File: src/rtl/fsm_vector_gen.sv
// Purpose: programmable 5-state Moore reference model; emits one FSM test vector per legal stimulus and scores the DUT output.
// Latency: stimulus -> vector 1 cycle; vector -> mismatch pulse 2 cycles (DUT output sampled in the cycle after the vector).
// Backpressure: none; stimuli arriving outside RUN are dropped, and illegal stimuli are dropped with an in_err pulse.
//
// Ports:
//   i_clk, i_reset_n       clock, asynchronous active-low reset
//   i_cfg_we/_sel/_state/  table write port, accepted only while IDLE
//     _in/_data            (sel=0: next-state entry [state][in], sel=1: output entry [state])
//   i_start, i_stop        IDLE->RUN (model state cleared), RUN->DRAIN
//   i_stim_valid, i_stim_in  stimulus symbol
//   i_dut_out              DUT Moore output, sampled the cycle after o_vec_valid
//   o_vec_valid, o_in_drv, o_cs, o_ns, o_exp_out   vector to the DUT
//   o_cfg_err, o_in_err, o_mismatch, o_done        single-cycle status pulses
//   o_mismatch_cnt         saturating count of failed compares
module fsm_vector_gen #(
  parameter int NUM_ST = 5,
  parameter int ST_W   = 3,
  parameter int OUT_W  = 4,
  parameter int ERR_W  = 8
) (
  input  logic             i_clk,
  input  logic             i_reset_n,
  input  logic             i_cfg_we,
  input  logic             i_cfg_sel,
  input  logic [ST_W-1:0]  i_cfg_state,
  input  logic [ST_W-1:0]  i_cfg_in,
  input  logic [OUT_W-1:0] i_cfg_data,
  input  logic             i_start,
  input  logic             i_stop,
  input  logic             i_stim_valid,
  input  logic [ST_W-1:0]  i_stim_in,
  input  logic [OUT_W-1:0] i_dut_out,
  output logic             o_vec_valid,
  output logic [ST_W-1:0]  o_in_drv,
  output logic [ST_W-1:0]  o_cs,
  output logic [ST_W-1:0]  o_ns,
  output logic [OUT_W-1:0] o_exp_out,
  output logic             o_cfg_err,
  output logic             o_in_err,
  output logic             o_mismatch,
  output logic [ERR_W-1:0] o_mismatch_cnt,
  output logic             o_done
);

  // One extra bit so the legality compare stays correct even if NUM_ST == 2**ST_W.
  localparam logic [ST_W:0] LP_NUM_ST = (ST_W+1)'(NUM_ST);

  function automatic logic f_legal(input logic [ST_W-1:0] v);
    return ({1'b0, v} < LP_NUM_ST);
  endfunction

  typedef enum logic [1:0] {
    CTL_IDLE  = 2'd0,
    CTL_RUN   = 2'd1,
    CTL_DRAIN = 2'd2
  } ctl_t;

  // One issued vector, kept as a unit so all fields update together.
  typedef struct packed {
    logic [ST_W-1:0]  in_drv;
    logic [ST_W-1:0]  cs;
    logic [ST_W-1:0]  ns;
    logic [OUT_W-1:0] exp_out;
  } vec_t;

  // ---------------------------------------------------------------------------
  // State
  // ---------------------------------------------------------------------------
  ctl_t             r_ctl;
  ctl_t             w_ctl_nxt;

  logic [ST_W-1:0]  r_nt [NUM_ST][NUM_ST];  // next-state table [state][input]
  logic [OUT_W-1:0] r_ot [NUM_ST];          // Moore output table [state]

  logic [ST_W-1:0]  r_m;                    // model current state
  vec_t             r_vec;
  logic             r_vec_vld;
  logic             r_cfg_err;
  logic             r_in_err;
  logic             r_done;
  logic             r_cmp_pend;             // a vector went out last cycle; DUT output is due now
  logic [OUT_W-1:0] r_cmp_exp;              // expected output of that vector
  logic             r_mismatch;
  logic [ERR_W-1:0] r_mm_cnt;

  // ---------------------------------------------------------------------------
  // Decode
  // ---------------------------------------------------------------------------
  logic             w_is_idle;
  logic             w_is_run;
  logic             w_stim_legal;
  logic             w_issue;
  logic             w_stim_bad;
  logic             w_cfg_legal;
  logic             w_cfg_wr;
  logic             w_cfg_bad;
  logic             w_start;
  logic             w_done;
  logic             w_cmp_fail;
  logic [ST_W-1:0]  w_ns;
  logic [OUT_W-1:0] w_exp;

  assign w_is_idle    = (r_ctl == CTL_IDLE);
  assign w_is_run     = (r_ctl == CTL_RUN);

  assign w_stim_legal = f_legal(i_stim_in);
  assign w_issue      = w_is_run && i_stim_valid && w_stim_legal;
  assign w_stim_bad   = w_is_run && i_stim_valid && !w_stim_legal;

  // Output-entry writes only need a legal row; next-state writes also need a
  // legal column and a legal target state.
  assign w_cfg_legal  = f_legal(i_cfg_state) &&
                        (i_cfg_sel || (f_legal(i_cfg_in) && f_legal(i_cfg_data[ST_W-1:0])));
  assign w_cfg_wr     = w_is_idle && i_cfg_we && w_cfg_legal;
  assign w_cfg_bad    = w_is_idle && i_cfg_we && !w_cfg_legal;

  assign w_start      = w_is_idle && i_start;

  // r_m is always legal; the i_stim_in column is only consumed when legal.
  assign w_ns         = r_nt[r_m][i_stim_in];
  assign w_exp        = r_ot[r_m];

  assign w_cmp_fail   = r_cmp_pend && (i_dut_out != r_cmp_exp);

  // ---------------------------------------------------------------------------
  // Control FSM
  // ---------------------------------------------------------------------------
  always_ff @(posedge i_clk or negedge i_reset_n) begin
    if (!i_reset_n) begin
      r_ctl <= CTL_IDLE;
    end else begin
      r_ctl <= w_ctl_nxt;
    end
  end

  // DRAIN exits once no vector is outstanding: the compare of the last vector
  // (already in r_cmp_pend) resolves on the same edge that returns to IDLE.
  always_comb begin
    w_ctl_nxt = r_ctl;
    w_done    = 1'b0;
    case (r_ctl)
      CTL_IDLE: begin
        if (i_start) begin
          w_ctl_nxt = CTL_RUN;
        end
      end
      CTL_RUN: begin
        if (i_stop) begin
          w_ctl_nxt = CTL_DRAIN;
        end
      end
      CTL_DRAIN: begin
        if (!r_vec_vld) begin
          w_ctl_nxt = CTL_IDLE;
          w_done    = 1'b1;
        end
      end
      default: begin
        w_ctl_nxt = CTL_IDLE;
      end
    endcase
  end

  // ---------------------------------------------------------------------------
  // Programmable tables; reset restores self-loops and zero outputs.
  // ---------------------------------------------------------------------------
  always_ff @(posedge i_clk or negedge i_reset_n) begin
    if (!i_reset_n) begin
      for (int s = 0; s < NUM_ST; s++) begin
        r_ot[s] <= '0;
        for (int i = 0; i < NUM_ST; i++) begin
          r_nt[s][i] <= ST_W'(s);
        end
      end
    end else if (w_cfg_wr) begin
      if (i_cfg_sel) begin
        r_ot[i_cfg_state] <= i_cfg_data;
      end else begin
        r_nt[i_cfg_state][i_cfg_in] <= i_cfg_data[ST_W-1:0];
      end
    end
  end

  // ---------------------------------------------------------------------------
  // Model state, vector issue, status pulses
  // ---------------------------------------------------------------------------
  always_ff @(posedge i_clk or negedge i_reset_n) begin
    if (!i_reset_n) begin
      r_m       <= '0;
      r_vec     <= '0;
      r_vec_vld <= 1'b0;
      r_cfg_err <= 1'b0;
      r_in_err  <= 1'b0;
      r_done    <= 1'b0;
    end else begin
      r_vec_vld <= w_issue;
      r_cfg_err <= w_cfg_bad;
      r_in_err  <= w_stim_bad;
      r_done    <= w_done;

      if (w_start) begin
        r_m <= '0;
      end else if (w_issue) begin
        r_m <= w_ns;
      end

      // Vector fields hold their last value when nothing is issued.
      if (w_issue) begin
        r_vec <= '{in_drv: i_stim_in, cs: r_m, ns: w_ns, exp_out: w_exp};
      end
    end
  end

  // ---------------------------------------------------------------------------
  // Compare pipeline: vector at cycle t, DUT output checked at end of t+1.
  // ---------------------------------------------------------------------------
  always_ff @(posedge i_clk or negedge i_reset_n) begin
    if (!i_reset_n) begin
      r_cmp_pend <= 1'b0;
      r_cmp_exp  <= '0;
      r_mismatch <= 1'b0;
      r_mm_cnt   <= '0;
    end else begin
      r_cmp_pend <= r_vec_vld;
      if (r_vec_vld) begin
        r_cmp_exp <= r_vec.exp_out;
      end

      // The pulse fires on every failure even once the counter has saturated.
      r_mismatch <= w_cmp_fail;

      if (w_start) begin
        r_mm_cnt <= '0;
      end else if (w_cmp_fail && (r_mm_cnt != '1)) begin
        r_mm_cnt <= r_mm_cnt + ERR_W'(1);
      end
    end
  end

  // ---------------------------------------------------------------------------
  // Outputs
  // ---------------------------------------------------------------------------
  assign o_vec_valid    = r_vec_vld;
  assign o_in_drv       = r_vec.in_drv;
  assign o_cs           = r_vec.cs;
  assign o_ns           = r_vec.ns;
  assign o_exp_out      = r_vec.exp_out;
  assign o_cfg_err      = r_cfg_err;
  assign o_in_err       = r_in_err;
  assign o_mismatch     = r_mismatch;
  assign o_mismatch_cnt = r_mm_cnt;
  assign o_done         = r_done;

endmodule

File: config.mk
export PLATFORM = sky130hd
export DESIGN_NAME = fsm_vector_gen
export DESIGN_NICKNAME = d
export VERILOG_FILES = /design/src/rtl/fsm_vector_gen.sv
export SDC_FILE = /design/constraint.sdc
export NUM_CORES = 1
export LEC_CHECK = 0
export BUFFER_PORTS_ARGS = -buffer_cell sky130_fd_sc_hd__buf_2
export CORE_ASPECT_RATIO = 0.75
export CORE_UTILIZATION = 30
export DETAILED_ROUTE_END_ITERATION = 7
export GPL_TIMING_DRIVEN = 0
export SLEW_MARGIN = 10
export SYNTH_ARGS = -nofsm -noshare
export SYNTH_HDL_FRONTEND = slang
export SYNTH_SLANG_ARGS = --single-unit
File: constraint.sdc
create_clock -name i_clk -period 2.9 [get_ports i_clk]
set_input_delay 0.87 -clock i_clk [delete_from_list [all_inputs] [get_ports i_clk]]
set_output_delay 0.87 -clock i_clk [all_outputs]
set_load 0.02 [all_outputs]
==> results of run 1 <==
[Yosys cell counts, types with 6 or more instances]
cell	count
dfstp_2	25
clkbuf_1	16
dfrtp_1	106
nand3_1	12
o21ai_0	25
nor2_1	51
mux2_2	102
a21oi_1	16
nand2b_1	7
nand2_1	30
nor3_1	6
mux4_2	7
mux2i_1	27
[flip-flops by register name (all words and copies together) (netlist names), 2 cells and up]
signal / flops
o_mismatch_cnt: 8
r_nt: 75
o_ns: 3
r_ctl: 2
r_ot: 20
o_exp_out: 4
r_cmp_exp: 4
r_m: 3
o_in_drv: 3
o_cs: 3
[stage by stage]
| stage | total power, uW | util [%] | setup slack [ns] |
|---|---|---|---|
| after detailed placement | 3641 | 34.21 | -0.01138 |
| after floorplan | 3193 | - | 0.4574 |
| after CTS | 5709 | 37.12 | 0.4207 |
| after global placement | 3596 | 34.04 | -0.7302 |
| final | 5656 | 37.12 | 0.3932 |
| after global routing | 5947 | 37.12 | 0.3134 |
[worst reg2reg max path, stage by stage, from the launching register on]
cell and delay (ns):
dfrtp_1 0.44, or4b_4 0.57, nor3_1 0.22, nand3_1 0.31, nor2_1 0.34, mux2_2 0.38
[area by class of cell]
class | instances | area [um2] | share of cell area, %
plain buffers | 24 | 96.34 | 1.317
flip-flops and latches | 131 | 3309 | 45.24
inverters | 3 | 11.26 | 0.1539
clock inverters | 11 | 102.6 | 1.402
repair buffers | 49 | 274.0 | 3.746
well taps | 253 | 316.6 | 4.327
multi-input cells | 345 | 2735 | 37.39
clock buffers | 21 | 470.5 | 6.431
[layer usage]
layer	track usage (%)	share of wire, %
met5	0	0
met2	22.45	46
met1	20.74	47
met4	5.343	1.8
met3	4.117	5.5
[power by group]
| group | switching (uW) | internal, uW |
|---|---|---|
| sequential | 213 | 2150 |
| combinational | 721 | 513 |
| clock | 806 | 1250 |
[placed cells by master, fill, tap and decap left out, drive strengths merged, types with 4 or more instances in the layout]
| cell type | count |
|---|---|
| xnor2 | 5 |
| dfrtp | 106 |
| nor3 | 6 |
| nor2b | 5 |
| clkbuf | 37 |
| clkinv | 5 |
| mux4 | 7 |
| dfstp | 25 |
| a21oi | 16 |
| and2 | 6 |
| nor2 | 51 |
| nand2 | 30 |
| nand3b | 4 |
| nand3 | 12 |
| mux2 | 102 |
| nand2b | 7 |
| buf | 57 |
| o21ai | 25 |
| nor3b | 4 |
| inv | 5 |
| mux2i | 27 |
| xor2 | 4 |
[kinds of logic (layout without fill, tap and decap cells)]
logic type               Yosys count  count (layout)  share of synthesized area (%)
adder cells (fa/ha/maj)            1               1                         0.2033
multiplexers                     136             136                          25.63
XOR/XNOR                           9               9                          1.281
buffers and inverters             27             108                          1.749
AO/OA/AOI/OAI                     59              59                          5.979
flip-flops                       131             131                          53.79
AND/OR/NAND/NOR                  140             140                          11.37
[final timing paths]
| check | to | depth (start not counted) |
|---|---|---|
| setup / recovery | r_nt[46] | 6 |
| hold / removal | r_nt[17] | 1 |
| setup reg to reg | r_nt[46] | 5 |
| hold reg to reg | o_in_drv[0] | 2 |
| max in group asynchronous | r_nt[8] | 2 |
| min in group i_clk | o_in_drv[0] | 2 |
==> out/results.md, run 1 <==
| Result | Value | Unit |
|---|---|---|
| Portion of synthesized cell area occupied by the leading cell type | 43.12 | % |
| Routed len/inst | 17.84 | um |
| First-pass GRT wire length | 24010 | um |
| Setup violation total in the final timing report | 0 | - |
| Total number of H-tree levels | 4 | - |
| PortBufs | 48 | - |
| Worst-case vdd ir drop | 0.4715 | mV |
| Max-cap violation count | 0 | - |
| Primary FF master, synth | dfrtp_1 | - |
| Data arrival at the endpoint of the critical path | 2.81 | ns |
| Share of the clock period used by the worst path | 86.44 | % |
| TNS Setup | 0 | ns |
| Leftover overflow at the end of global routing | 0 | - |
| Core area | 19710 | um2 |
| Detailed-route vias per instance | 5.055 | - |
| Number of buffers added for setup after CTS | 0 | - |
| Worst hold margin | 0.3768 | ns |
| Data required time of the critical path | 3.20 | ns |
| Vias in the first global route | 4368 | - |
| Die H | 126.0 | um |
| Clock latency on the worst-skew pair | 0.42 | ns |
| Effective utilization at floorplan | 31.22 | % |
| Slew of the pin with the lowest slew margin | 0.7297 | ns |
| Non-Filler Cell Area, Final | 7316 | um2 |
| Buffer levels on the longest clock path | 2 | - |
| Unrepaired setup endpoints after global routing | no | - |
| Number of nets produced by synthesis | 528 | - |
| Leakage power figure | 0.003300 | uW |
| Post-synth EDFFs | 0 | - |
| Clock root cell | clkbuf_16 | - |
| Pin count of the biggest net entering global routing | 90 | - |
| # placed instances | 805 | - |
| Wirelength, routed | 14930 | um |
| Final Max Tran Viols | 0 | - |
| Library cell with the largest summed area after synthesis | dfrtp_1 | - |
| Proportion of synthesized chip area in sequential cells | 53.79 | % |
| Residual DRC count | 0 | - |
| Initial antenna violation count | 0 | - |
| Worst reg-to-reg setup slack | 0.52 | ns |
| Area enclosed by the die boundary | 21090 | um2 |
| Final standard cell count with taps included and fillers excluded | 837 | - |
| Maximum fanout count along the critical path | 5 | - |
| Global placer's final weighted congestion | 0.8673 | - |
| Minimum clock period after layout | 2.507 | ns |
| # resized after CTS | 0 | - |
| Detail Placement HPWL | 11000 | um |
| Number of buffers added by the clock tree synthesis step | 17 | - |
| First element of the critical path | i_cfg_sel | - |
| Mean post-synth cell area | 12.23 | um2 |
| Standard-cell row count | 44 | - |
| Buf/Inv on CP | 1 | - |
| Slowest stage cell on the critical path | or4b_4 | - |
| Class of the most critical hold timing path | input port to async pin | - |
| Power density cells | 773.1 | nW/um2 |
| Post-synthesis cell area | 6152 | um2 |
| Total Nets Final | 596 | - |
| TritonRoute pass-1 iters | 4 | - |
| Final worst clock skew | 0.01025 | ns |
| Endpoints failing hold | 0 | - |
| Reg2Reg Launch Point | r_ctl[1] | - |
| Flip-flop and latch count after synthesis | 131 | - |
| Sinks on Clock Net | 131 | - |
| Synth top area cells | dfrtp_1 43%, mux2_2 19%, dfstp_2 11% | - |
| Run status | finished, final reports clean | - |
| Num ports | 50 | - |
| Startpoint types | input port | - |
| Yosys warning count | 0 | - |
| Number of distinct library cells after synthesis | 45 | - |
| Fill cell total of the finished layout | 1889 | - |
| Total cell area at the placement stage | 6743 | um2 |
| GR Util All Layers | 14.99 | % |
| Max incr delay on CP | 0.56 | ns |
| Cells after Synth | 503 | - |
| Slew Limit Headroom | 51.25 | % |
| Proportion of synthesized flip-flops having asynchronous set or reset | 100.0 | % |
| X dimension of the die | 167.4 | um |
| Ant diodes | 0 | - |
| Via count | 4231 | - |
| Synth-to-Final Area Change | 18.91 | % |
| Clock transition at the registers of the reported paths | 0.06 | ns |
| Hold buffers post-CTS | 0 | - |
| Share of post-route cells with drive strength above 1 | 39.38 | % |
| Violation count after the first detailed-routing iteration | 292 | - |
| Post-detailed-route count of antenna-violating nets | 0 | - |
| TritonCTS clock tree | done | - |
| Endpoint class of the critical path | flop | - |
| Critical path, cell by cell | buf_2, or4b_4, nor3_1, nand3_1, nor2_1, mux2_2 | - |
| Gate family responsible for the most delay along the worst path | simple AND/OR/NAND/NOR gates | - |
| Classification of the worst setup path | input port to flop | - |
| Fmax | 398.9 | MHz |
Power figures use the tool's default switching activity.
==> inputs of run 2 (changes only) <==
--- a/config.mk
+++ b/config.mk
@@ -7,6 +7,7 @@
 export LEC_CHECK = 0
 export BUFFER_PORTS_ARGS = -buffer_cell sky130_fd_sc_hd__buf_2
 export CORE_ASPECT_RATIO = 0.75
+export CORE_MARGIN = 8
 export CORE_UTILIZATION = 30
 export DETAILED_ROUTE_END_ITERATION = 7
 export GPL_TIMING_DRIVEN = 0
==> out/results.md, run 2 (synthesis results as in run 1) <==
| Result | Value | Unit |
|---|---|---|
| Number of buffers added for setup after CTS | 0 | - |
| Hold buffers post-CTS | 0 | - |
| Leftover overflow at the end of global routing | 0 | - |
| Pin count of the biggest net entering global routing | 91 | - |
| Total power consumption of the routed design | 5993 | uW |
| Detailed-route vias per instance | 5.000 | - |
| Most common library cell in the layout ignoring fill and taps | dfrtp_1 | - |
| Startpoint types | input port | - |
| Total Nets Final | 596 | - |
| TritonCTS clock tree | done | - |
| Synth-to-Final Area Change | 20.40 | % |
| Number of flip-flops under the largest register name | 75 | - |
| Buf/Inv on CP | 1 | - |
| Worst reg-to-reg setup slack | 0.54 | ns |
| Sinks on Clock Net | 131 | - |
| Global placer's final weighted congestion | 0.8527 | - |
| Slew of the pin with the lowest slew margin | 0.7690 | ns |
| Endpoints failing hold | 0 | - |
| TritonRoute pass-1 iters | 5 | - |
| Total number of H-tree levels | 4 | - |
| Endpoint class of the critical path | flop | - |
| Highest-count cells in the layout ignoring fill and taps | 106 x dfrtp_1, 102 x mux2_2, 52 x buf_2 | - |
| Minimum clock period after layout | 2.488 | ns |
| Setup violation total in the final timing report | 0 | - |
| Share of the clock period used by the worst path | 85.80 | % |
| Data required time of the critical path | 3.20 | ns |
| Final design utilization | 36.75 | % |
| Critical path, cell by cell | buf_2, or4b_4, nor3_1, nand3_1, nor2_1, mux2_2 | - |
| Unrepaired setup endpoints after global routing | no | - |
| Number of buffers added by the clock tree synthesis step | 17 | - |
| Max incr delay on CP | 0.57 | ns |
| Standard-cell row count | 45 | - |
| Buffer levels on the longest clock path | 2 | - |
| X dimension of the die | 181.4 | um |
| Detail Placement HPWL | 11610 | um |
| Clock transition at the registers of the reported paths | 0.06 | ns |
| # resized after CTS | 0 | - |
| Max-cap violation count | 0 | - |
| Violation count after the first detailed-routing iteration | 324 | - |
| Final Max Tran Viols | 0 | - |
| End point of the critical path | r_nt[46] | - |
| GR Util All Layers | 13.05 | % |
| Clock root cell | clkbuf_16 | - |
| Fmax | 401.9 | MHz |
| Slew Limit Headroom | 48.62 | % |
| Worst-case vdd ir drop | 0.4373 | mV |
| Num ports | 50 | - |
| Post-detailed-route count of antenna-violating nets | 0 | - |
| Power density cells | 809.1 | nW/um2 |
| Slowest stage cell on the critical path | or4b_4 | - |
| Worst Reg-to-Reg Cells | 5 | - |
| Residual DRC count | 0 | - |
| Crit path depth | 6 | - |
| Class of the most critical hold timing path | input port to async pin | - |
| Gate family responsible for the most delay along the worst path | simple AND/OR/NAND/NOR gates | - |
| Vias in the first global route | 4541 | - |
| Terminus of the critical flop-to-flop path | r_nt[46] | - |
| Area enclosed by the die boundary | 25390 | um2 |
| Die H | 140.0 | um |
| PortBufs | 48 | - |
| Classification of the worst setup path | input port to flop | - |
| First element of the critical path | i_cfg_sel | - |
| Largest register by flop count | r_nt | - |
| Worst hold margin | 0.3722 | ns |
| Share of post-route cells with drive strength above 1 | 39.38 | % |
| First-pass GRT wire length | 25740 | um |
| Data arrival at the endpoint of the critical path | 2.79 | ns |
| Reg2Reg Launch Point | r_ctl[1] | - |
| Core area | 20160 | um2 |
| Initial antenna violation count | 1 | - |
| Via count | 4215 | - |
| Effective utilization at floorplan | 30.52 | % |
| Clock latency on the worst-skew pair | 0.43 | ns |
| Maximum fanout count along the critical path | 5 | - |
| Final worst clock skew | 0.008846 | ns |
| Routed len/inst | 18.94 | um |
| Run status | finished, final reports clean | - |
| Wirelength, routed | 15970 | um |
| Leakage power figure | 0.003341 | uW |
==> run 2: worst min path at each step <==
stage | startpoint | end | cells after the start
detailed placement | o_in_drv[1] | o_in_drv[1] | 2
CTS | i_reset_n | r_ot[7] | 1
floorplan | r_nt[69] | r_nt[69] | 1
finish | i_reset_n | r_ot[10] | 1
global placement | o_in_drv[1] | o_in_drv[1] | 2
global route | i_reset_n | r_ot[5] | 1
==> run 2: metrics by stage <==
stage / setup WS, ns / instances / cell area [um2] / setup TNS [ns]
after CTS: 0.4305 / 842 / 7405 / 0
after global placement: -0.6900 / 809 / 6715 / -71.69
after floorplan: 0.4574 / 503 / 6152 / 0
after global routing: 0.2918 / 843 / 7407 / 0
final: 0.4117 / 843 / 7407 / 0
after detailed placement: -0.0004197 / 810 / 6749 / -0.0004197
==> run 2: final cells by class <==
class | instances | area, um2
diodes | 1 | 2.502
plain buffers | 24 | 96.34
clock buffers | 22 | 484.2
clock inverters | 10 | 171.4
fillers | 1914 | 12750
inverters | 3 | 11.26
multi-input cells | 345 | 2735
flip-flops and latches | 131 | 3309
well taps | 258 | 322.8
repair buffers | 49 | 274.0
==> run 2: power by group <==
part	leakage [uW]	internal, uW	switching [uW]
combinational	0.00134	513	742
clock	0.000317	1540	826
sequential	0.00168	2150	219
total	0.00334	4210	1790
==> run 2: layer usage <==
layer  GRT usage (%)  vias up  wire (um)
li1                -     1934          -
met1           17.29     2187       7451
met2           20.44       79       7731
met3           3.152       15        582
met4           4.821        0        199
met5               0        -          0
==> inputs of run 3 (changes only) <==
==> constraint.sdc (replaced) <==
create_clock -name i_clk -period 2.9 [get_ports i_clk]
set_input_delay 0.145 -clock i_clk [delete_from_list [all_inputs] [get_ports i_clk]]
set_output_delay 0.145 -clock i_clk [all_outputs]
set_load 0.02 [all_outputs]
==> out/results.md, run 3 (synthesis results as in run 1) <==
| Result | Value | Unit |
|---|---|---|
| Class of the most critical hold timing path | input port to flop | - |
| Non-Filler Cell Area, Final | 7447 | um2 |
| Classification of the worst setup path | flop to flop | - |
| Final standard cell count with taps included and fillers excluded | 847 | - |
| Critical path, cell by cell | or4b_4, nor4_4, nand3b_1, nor2_1, mux2_2 | - |
| Part of the power in combinational logic | 21.0 | % |
| Routed len/inst | 18.82 | um |
| Share of post-route cells with drive strength above 1 | 39.12 | % |
| X dimension of the die | 181.4 | um |
| Slew Limit Headroom | 48.48 | % |
| Final Max Tran Viols | 0 | - |
| Clock root cell | clkbuf_16 | - |
| Post-detailed-route count of antenna-violating nets | 0 | - |
| GR Util All Layers | 13.10 | % |
| Detail Placement HPWL | 11610 | um |
| Number of buffers added for setup after CTS | 0 | - |
| TNS Setup | 0 | ns |
| Detailed-route vias per instance | 4.998 | - |
| Worst hold margin | 0.02679 | ns |
| Setup violation total in the final timing report | 0 | - |
| Internal | 4209 | uW |
| Effective utilization at floorplan | 30.52 | % |
| Maximum fanout count along the critical path | 7 | - |
| Leftover overflow at the end of global routing | 0 | - |
| Total cell area at the placement stage | 6749 | um2 |
| Residual DRC count | 0 | - |
| Net Sw Frac | 29.70 | % |
| Initial antenna violation count | 1 | - |
| Violation count after the first detailed-routing iteration | 338 | - |
| Endpoint class of the critical path | flop | - |
| Total Nets Final | 600 | - |
| Data arrival at the endpoint of the critical path | 2.67 | ns |
| First-pass GRT wire length | 25880 | um |
| Leakage power figure | 0.003358 | uW |
| Area enclosed by the die boundary | 25390 | um2 |
| # placed instances | 810 | - |
| Core area | 20160 | um2 |
| Startpoint types | flop | - |
| Fill cell total of the finished layout | 1909 | - |
| Die H | 140.0 | um |
| Unrepaired setup endpoints after global routing | no | - |
| TritonCTS clock tree | done | - |
| Minimum clock period after layout | 2.369 | ns |
| Worst-case vdd ir drop | 0.4363 | mV |
| Highest-count cells in the layout ignoring fill and taps | 106 x dfrtp_1, 102 x mux2_2, 52 x buf_2 | - |
| Clock latency on the worst-skew pair | 0.43 | ns |
| Sinks on Clock Net | 131 | - |
| Via count | 4233 | - |
| Most common library cell in the layout ignoring fill and taps | dfrtp_1 | - |
| Data required time of the critical path | 3.21 | ns |
| Total number of H-tree levels | 4 | - |
| Clock transition at the registers of the reported paths | 0.06 | ns |
| PortBufs | 48 | - |
| Num ports | 50 | - |
| Net switching power figure | 1778 | uW |
| Max incr delay on CP | 0.58 | ns |
| Largest register by flop count | r_nt | - |
| Share of total power in the clock network | 39.4 | % |
| Max-cap violation count | 0 | - |
| Share of the clock period used by the worst path | 81.67 | % |
| Number of buffers added by the clock tree synthesis step | 17 | - |
| Pin count of the biggest net entering global routing | 91 | - |
| Buffer levels on the longest clock path | 2 | - |
| Slew of the pin with the lowest slew margin | 0.7712 | ns |
| Final worst clock skew | 0.007600 | ns |
| Run status | finished, final reports clean | - |
| Slowest stage cell on the critical path | or4b_4 | - |
| Number of flip-flops under the largest register name | 75 | - |
| Share of power burned in registers | 39.6 | % |
| Fmax | 422.2 | MHz |
| Power density cells | 804.0 | nW/um2 |
| Endpoints failing hold | 0 | - |
| Global placer's final weighted congestion | 0.8527 | - |
| Vias in the first global route | 4561 | - |
| Synth-to-Final Area Change | 21.05 | % |
| Wirelength, routed | 15940 | um |
| Cells on Worst Hold Path | 3 | - |
| TritonRoute pass-1 iters | 5 | - |
| Worst Reg-to-Reg Cells | 5 | - |
| Standard-cell row count | 45 | - |
==> run 3: final timing paths <==
kind / startpoint / endpoint / slack (ns)
max in group asynchronous: i_reset_n / r_nt[57] / 1.87
min reg2reg: o_in_drv[1] / o_in_drv[1] / 0.47
max: r_ctl[1] / r_nt[0] / 0.53
min in group asynchronous: i_reset_n / r_ot[10] / 0.22
min: i_start / r_ctl[0] / 0.03
max reg2reg: r_ctl[1] / r_nt[0] / 0.53
==> run 3: cell type report <==
cell class              count  area (um2)  share of cell area, %
inverters                   3       11.26                 0.1512
multi-input cells         345        2735                  36.73
well taps                 258       322.8                  4.335
clock buffers              22       484.2                  6.502
diodes                      1       2.502                0.03360
flip-flops and latches    131        3309                  44.44
plain buffers              24       96.34                  1.294
repair buffers             53       314.1                  4.217
clock inverters            10       171.4                  2.302
==> run 3: metrics by stage <==
| stage | setup WS (ns) | utilization, % | total power [uW] |
|---|---|---|---|
| 6_report | 0.5315 | 36.95 | 5987 |
| 4_1_cts | 0.5376 | 36.93 | 6051 |
| 3_3_place_gp | 0.03498 | 33.31 | 3600 |
| 3_5_place_dp | 0.5672 | 33.48 | 3667 |
| 2_1_floorplan | 0.9287 | - | 3193 |
| 5_1_grt | 0.3902 | 36.95 | 6287 |
==> run 3: critical path, delay by kind of cell (launching register included) <==
family	cells	cell delay (ns)
multiplexers	1	0.37
flip-flops	1	0.44
AND/OR/NAND/NOR	4	1.44
==> run 3: power by group through the flow <==
stage | logic, uW | registers (uW) | clock network, uW
global placement | 1230 | 2370 | 0
floorplan | 721 | 2470 | 0
global route | 1380 | 2420 | 2490
CTS | 1270 | 2370 | 2400
finish | 1260 | 2370 | 2360
detailed placement | 1260 | 2400 | 0
==> run 3: layer usage <==
layer	wire length (um)	global-route usage, %	up-vias
met2	7673	20.54	97
li1	-	-	1946
met1	7364	17.35	2174
met4	174	4.821	0
met3	725	3.204	16
met5	0	0	-
==> run 3: timing repair <==
action / in CTS / in global routing
hold buffers: 4 / 0
endpoints found under the hold margin: 46 / 0
gates resized for setup: 0 / 0
